<file path="src/rtl/toggle_debounce_if.sv">
// Button-side bundle for the toggle debouncer: raw button in, toggle pulse,
// debounced level and press count out.
interface toggle_debounce_if;
    logic       btn;
    logic       t;
    logic       pressed;
    logic [7:0] press_cnt;

    modport master (output btn, input  t, pressed, press_cnt);
    modport slave  (input  btn, output t, pressed, press_cnt);
endinterface

</file>
<file path="src/rtl/toggle_debounce.sv">
// Push-button debouncer: synchronizes a bouncing button, accepts a level change
// after DB_CYCLES stable samples and emits one toggle pulse per accepted press.
module toggle_debounce #(
    parameter int DB_CYCLES = 8,
    parameter int CNT_W     = 4
) (
    input  logic             clk,
    input  logic             reset,
    toggle_debounce_if.slave bus
);
    localparam logic [CNT_W-1:0] CNT_LAST = CNT_W'(DB_CYCLES - 1);

    typedef enum logic [1:0] {
        IDLE      = 2'd0,
        CHK_PRESS = 2'd1,
        PRESSED   = 2'd2,
        CHK_REL   = 2'd3
    } state_t;

    logic             r_s1_p0;
    logic             r_s2_p1;
    state_t           r_state;
    state_t           w_state_nxt;
    logic [CNT_W-1:0] r_cnt;
    logic [CNT_W-1:0] w_cnt_nxt;
    logic             w_accept;
    logic             r_t;
    logic             r_pressed;
    logic [7:0]       r_press_cnt;

    // Stage 0/1: two-flop synchronizer on the asynchronous button level
    always_ff @(posedge clk or negedge reset) begin
        if (!reset) begin
            r_s1_p0 <= 1'b0;
            r_s2_p1 <= 1'b0;
        end else begin
            r_s1_p0 <= bus.btn;
            r_s2_p1 <= r_s1_p0;
        end
    end

    // Stage 2: debounce state and stability counter
    always_ff @(posedge clk or negedge reset) begin
        if (!reset) begin
            r_state <= IDLE;
            r_cnt   <= '0;
        end else begin
            r_state <= w_state_nxt;
            r_cnt   <= w_cnt_nxt;
        end
    end

    always_comb begin
        w_state_nxt = r_state;
        w_cnt_nxt   = r_cnt;
        w_accept    = 1'b0;
        case (r_state)
            IDLE: begin
                if (r_s2_p1) begin
                    w_state_nxt = CHK_PRESS;
                    w_cnt_nxt   = '0;
                end
            end
            CHK_PRESS: begin
                if (!r_s2_p1) begin
                    w_state_nxt = IDLE;
                    w_cnt_nxt   = '0;
                end else if (r_cnt == CNT_LAST) begin
                    w_state_nxt = PRESSED;
                    w_cnt_nxt   = '0;
                    w_accept    = 1'b1;
                end else begin
                    w_cnt_nxt = r_cnt + 1'b1;
                end
            end
            PRESSED: begin
                if (!r_s2_p1) begin
                    w_state_nxt = CHK_REL;
                    w_cnt_nxt   = '0;
                end
            end
            CHK_REL: begin
                // A bounce back high keeps the press alive without a new pulse
                if (r_s2_p1) begin
                    w_state_nxt = PRESSED;
                    w_cnt_nxt   = '0;
                end else if (r_cnt == CNT_LAST) begin
                    w_state_nxt = IDLE;
                    w_cnt_nxt   = '0;
                end else begin
                    w_cnt_nxt = r_cnt + 1'b1;
                end
            end
            default: begin
                w_state_nxt = IDLE;
                w_cnt_nxt   = '0;
            end
        endcase
    end

    // Stage 3: registered outputs; the count advances on the same edge t is set
    always_ff @(posedge clk or negedge reset) begin
        if (!reset) begin
            r_t         <= 1'b0;
            r_pressed   <= 1'b0;
            r_press_cnt <= 8'd0;
        end else begin
            r_t       <= w_accept;
            r_pressed <= (w_state_nxt == PRESSED) || (w_state_nxt == CHK_REL);
            if (w_accept) begin
                r_press_cnt <= r_press_cnt + 8'd1;
            end
        end
    end

    assign bus.t         = r_t;
    assign bus.pressed   = r_pressed;
    assign bus.press_cnt = r_press_cnt;
endmodule

</file>
<file path="src/flat_wrapper.sv">
// flat-port wrapper written by rule: the top's interface ports become plain ports
module toggle_debounce_flat 
#(
    parameter int DB_CYCLES = 8,
    parameter int CNT_W     = 4
)
  (clk, reset, bus_btn, bus_t, bus_pressed, bus_press_cnt);
  toggle_debounce_if bus_i ();
  input  logic clk;
  input  logic reset;
  input wire logic [$bits(bus_i.btn)-1:0] bus_btn;
  output wire logic [$bits(bus_i.t)-1:0] bus_t;
  output wire logic [$bits(bus_i.pressed)-1:0] bus_pressed;
  output wire logic [$bits(bus_i.press_cnt)-1:0] bus_press_cnt;
  assign bus_i.btn = bus_btn;
  assign bus_t = bus_i.t;
  assign bus_pressed = bus_i.pressed;
  assign bus_press_cnt = bus_i.press_cnt;
  toggle_debounce #(.DB_CYCLES(DB_CYCLES), .CNT_W(CNT_W)) u_core (.clk(clk), .reset(reset), .bus(bus_i));
endmodule
</file>
<file path="config.mk">
export PLATFORM = sky130hd
export DESIGN_NAME = toggle_debounce_flat
export DESIGN_NICKNAME = d
export VERILOG_FILES = /design/src/rtl/toggle_debounce_if.sv /design/src/rtl/toggle_debounce.sv /design/src/flat_wrapper.sv
export SDC_FILE = /design/constraint.sdc
export NUM_CORES = 1
export LEC_CHECK = 0
export ABC_AREA = 1
export CORE_ASPECT_RATIO = 1.1
export CORE_UTILIZATION = 45
export DETAILED_ROUTE_END_ITERATION = 10
export PLACE_DENSITY_LB_ADDON = 0.15
export SLEW_MARGIN = 10
export SYNTH_ARGS = -nofsm -noshare
export SYNTH_HDL_FRONTEND = slang
export SYNTH_SLANG_ARGS = --single-unit
export TNS_END_PERCENT = 10
</file>
<file path="constraint.sdc">
create_clock -name clk -period 1.25 [get_ports clk]
set_input_delay 0.1875 -clock clk [delete_from_list [all_inputs] [get_ports clk]]
set_output_delay 0.1875 -clock clk [all_outputs]
set_load 0.02 [all_outputs]
</file>
After elaboration in Yosys (flattened, before gate mapping):

Cells that the tools add are included.
W data, S select, Z words.

* add/subtract/negate cells: 2
* equality and inequality tests: 8
* mux-type cells: 16
* reduce and logical (&&, ||, !) cells: 3

Operators by type and width (count)
* $mux W4: 5
* $pmux W4 S4: 1
* $mux W2: 6
* $add A8 B1 Y8 const B: 1
* $eq A2 B2 Y1 const B: 4
* $pmux W2 S4: 1
* $add A4 B1 Y4 const B: 1
* $eq A4 B3 Y1 const B: 1
* $mux W1: 3
* $eq A2 B1 Y1 const B: 1
* $logic_not A2 Y1: 1
* $ne A2 B1 Y1 const B: 1
* $ne A2 B2 Y1 const B: 1
* $reduce_and A2 Y1: 1
* $logic_or A1 B1 Y1: 1

* register bits after elaboration: 18
* bits of input ports: 3
* output and inout bits: 10
* logic and storage cells: 36

Longest topological paths before layout:

* depth in word-level cells: 6
* depth in mapped cells: 7
* gate-level depth less buffers: 7

Worst setup path before layout:

OpenSTA, ideal clock, no wires.

* path kind: reg2reg
* start: register u_core.r_press_cnt[1] (netlist: u_core.bus.press_cnt[1])
* end: register u_core.r_press_cnt[6] (netlist: u_core.bus.press_cnt[6])
* arrival: 1.132 ns
* data required time: 1.134 ns
* slack: 0.001 ns
* cell stages (with the launch flop): 7
* path buffers: 0
* clock period less this slack: 1.249 ns
* cells stage by stage: dfrtp_1 -> ha_1 -> nand3_1 -> o21ai_0 -> nand2_1 -> nand2_1 -> nand2_1

* longest elaborated chain between the ends: 1

Ends and longest elaborated chain
* start, declared: line toggle_debounce.sv:29 `logic [7:0] r_press_cnt;`
* start signal, assigned: line toggle_debounce.sv:111 `r_press_cnt <= r_press_cnt + 8'd1;`
* $add A8 B1 Y8: line toggle_debounce.sv:111

No other way between the ends.
A chain may end at the register's enable or synchronous reset.

Final worst setup path:

* start: register u_core.r_press_cnt[7] (netlist: u_core.bus.press_cnt[7])
* end: output port bus_press_cnt[7]

RTL lines
* end, declared: line flat_wrapper.sv:14 `output wire logic [$bits(bus_i.press_cnt)-1:0] bus_press_cnt;`

No word-level cell between the ends.

==> results.py <==
metrics = {
    "floorplanning": {
        "die_w_microns": 44.1,
        "rows": 16,
        "coreArea_sq_mm": 0.00180,
        "start_util_pct": 48.6,
        "dieArea_sq_mm": 0.00213,
        "ios": 13,
        "fp.dieH_microns": 48.3,
    },
    "timing": {
        "max_slew_margin_pct": 81.6,
        "period_needed_ns": 1.21,
        "final-hold-violation-count": 0,
        "report.final.slew_viol_count": 0,
        "fin_worst_skew_ns": 0.00358,
        "tns_ns": 0,
        "tightestPinTransition_ns": 0.274,
        "worst_slack_ns": 0.0365,
        "report.final.setup_viol": 0,
        "rsz0062_at_grt": "yes",
        "hold_slack_ns": 0.213,
        "fin_crit_sh_pct": 97.1,
        "fmax_mhz": 824,
    },
    "placement": {
        "portBuffers": 12,
        "gp_congestion": 0.869,
        "dpl.cell_count": 140,
        "placed_cell_area_sq_mm": 0.00109,
        "hpwl_mm": 1.17,
        "dp_slack_ns": 0.00598,
    },
    "pwr": {
        "worst_ir_drop_vdd_mv": 0.702,
        "power_density_mw_per_mm2": 885,
        "leakage_nw": 0.620,
        "totalPowerFinal_mw": 1.03,
    },
    "grt": {
        "grt_antenna_before_repair": 0,
        "grt_use_total_pct": 16.7,
        "grt_max_degree": 19,
        "grt_pass1_vias": 590,
        "overflow": 0,
        "grt_pass1_wl_mm": 2.46,
    },
    "critical_path": {
        "r2r-start": "u_core.r_cnt[0]$_DFFE_PN0P_",
        "crit_required_ns": 1.06,
        "worstSetupPathType": "flop to output pin",
        "worst_path_largest_cell_delay_ns": 0.41,
        "worstReg2RegEnd": "u_core.bus.press_cnt[5]$_DFFE_PN0P_",
        "cp_cell_sequence": "dlygate4sd2_1",
        "path_buf_inv": 1,
        "worst_path_max_delay_cell": "dfrtp_1",
        "rr_worst_depth": 6,
        "cp_top_family": "flip-flops",
        "arrival_ns": 1.03,
        "crit_path_max_fanout": 3,
        "start_kind": "flop",
        "regToRegSetupSlack_ns": 0.04,
        "critPathCaptureType": "output pin",
    },
    "drt": {
        "route.detailed.drc": 0,
        "drt_iter0_drc": 4,
        "routed_wl_mm": 1.79,
        "vias": 727,
        "routedWlPerCell_microns": 12.3,
        "drtPass1Iterations": 4,
        "drt.antenna.violating_nets": 0,
        "vias_per_cell": 4.98,
    },
    "flow_run": {
        "maxCapViolations": 0,
    },
    "cells_and_area": {
        "fin_area_sq_mm": 0.00117,
        "n_antenna_cell": 0,
        "final_layout_size_suffix_gt1_share_pct": 23.4,
        "mostFrequentLayoutCell": "nand2_1",
        "utilization_pct": 64.8,
        "area_growth_pct": 33.3,
        "nets": 134,
        "mostFrequentLayoutCells": "nand2_1 (37), dfrtp_1 (17), buf_4 (12)",
        "stdcell_count": 146,
    },
    "synth": {
        "netlist_instances": 100,
        "netlist_area_sq_um": 876,
        "synth.largest_area_cell": "dfrtp_1",
        "yosysWarnings": 0,
        "ys_types": 17,
        "synth.area.top_cells": "dfrtp_1 (51%), nand2_1 (16%), nand3_1 (4.6%)",
        "yosys.area.top_type_share_pct": 51.4,
        "ys_seq_area_share_pct": 51.4,
        "synth-seq-cells": 18,
        "synth_area_per_cell_sq_um": 8.76,
        "syn-num-nets": 105,
    },
    "cts": {
        "clockRootBuffer": "clkbuf_4",
        "cts_tree": "done",
        "clock_latency_ns": 0.29,
        "clock_sinks": 18,
        "clk_pin_slew_ns": 0.10,
        "cts_max_level": 1,
        "clk_path_buf_depth": 2,
        "cts_buffers": 3,
    },
    "min_path": {
        "hp-class": "input pin to asynchronous set/reset pin",
    },
    "outcome": {
        "outcome": "finished clean",
    },
}
[cell families (layout without fill, tap and decap cells)]
group | Yosys count | in the layout | share of synthesized area, %
compound gates | 7 | 7 | 4.00
xor+xnor | 5 | 5 | 5.00
fa+ha+maj | 2 | 2 | 2.86
buf+inv | 11 | 38 | 5.14
flops | 18 | 18 | 51.4
simple gates | 57 | 58 | 31.6
[cells in the mapped netlist (all sizes together)]
| library cell | count |
|---|---|
| nand3 | 8 |
| xnor2 | 4 |
| ha | 2 |
| xor2 | 1 |
| nand3b | 1 |
| nand2 | 39 |
| dfrtp | 18 |
| a21oi | 2 |
| inv | 10 |
| nor2 | 6 |
| o21ai | 5 |
| nand4 | 2 |
| buf | 1 |
| nor3 | 1 |
[power breakdown]
part | internal [mW] | switching [mW] | total (mW)
registers | 0.593 | 0.0114 | 0.605
clock network | 0.178 | 0.177 | 0.354
logic | 0.0322 | 0.0422 | 0.0744
[state kept, by name, summed over array words and instances, names as in the netlist]
| register | cells |
|---|---|
| u_core.bus.press_cnt | 8 |
| u_core.r_cnt | 4 |
| u_core.r_state | 2 |
| u_core.bus.pressed | 1 |
| u_core.bus.t | 1 |
| u_core.r_s1_p0 | 1 |
| u_core.r_s2_p1 | 1 |
[timing repair]
action	4_1_cts	5_1_grt
setup endpoints to repair	12	14
hold buffers	0	0
buffers inserted	0	1
resized for setup	14	13
pin swaps	0	2
cloned	0	1
[final cells by class]
class	count	area, sq um
sequential	18	452
clock buffer	4	36.3
fill	150	634
timing repair buffer	24	191
tap	18	22.5
multi-input combinational	72	425
inverter	10	40.0
[worst max-delay path by stage]
stage | startpoint | endpoint | slack (ns) | depth (start not counted)
2_1_floorplan | u_core.bus.press_cnt[1]$_DFFE_PN0P_ | u_core.bus.press_cnt[6]$_DFFE_PN0P_ | 0.001 | 6
3_3_place_gp | u_core.r_cnt[1]$_DFFE_PN0P_ | u_core.bus.press_cnt[2]$_DFFE_PN0P_ | 0.02 | 5
3_5_place_dp | u_core.r_cnt[1]$_DFFE_PN0P_ | u_core.bus.press_cnt[2]$_DFFE_PN0P_ | 0.006 | 5
4_1_cts | u_core.bus.press_cnt[0]$_DFFE_PN0P_ | bus_press_cnt[0] | 0.006 | 1
5_1_grt | u_core.r_cnt[3]$_DFFE_PN0P_ | u_core.bus.press_cnt[5]$_DFFE_PN0P_ | -0.02 | 6
6_report | u_core.bus.press_cnt[7]$_DFFE_PN0P_ | bus_press_cnt[7] | 0.04 | 1
[per-layer routing]
| layer | track usage, % | vias to the layer above | share of wire [%] |
|---|---|---|---|
| met2 | 24.7 | 10 | 50 |
| met1 | 22.6 | 337 | 46 |
| li1 | - | 378 | - |
| met5 | 0 | - | 0 |
| met3 | 4.44 | 2 | 2.8 |
| met4 | 9.09 | 0 | 1.2 |
(Power assumes the default switching activity.)
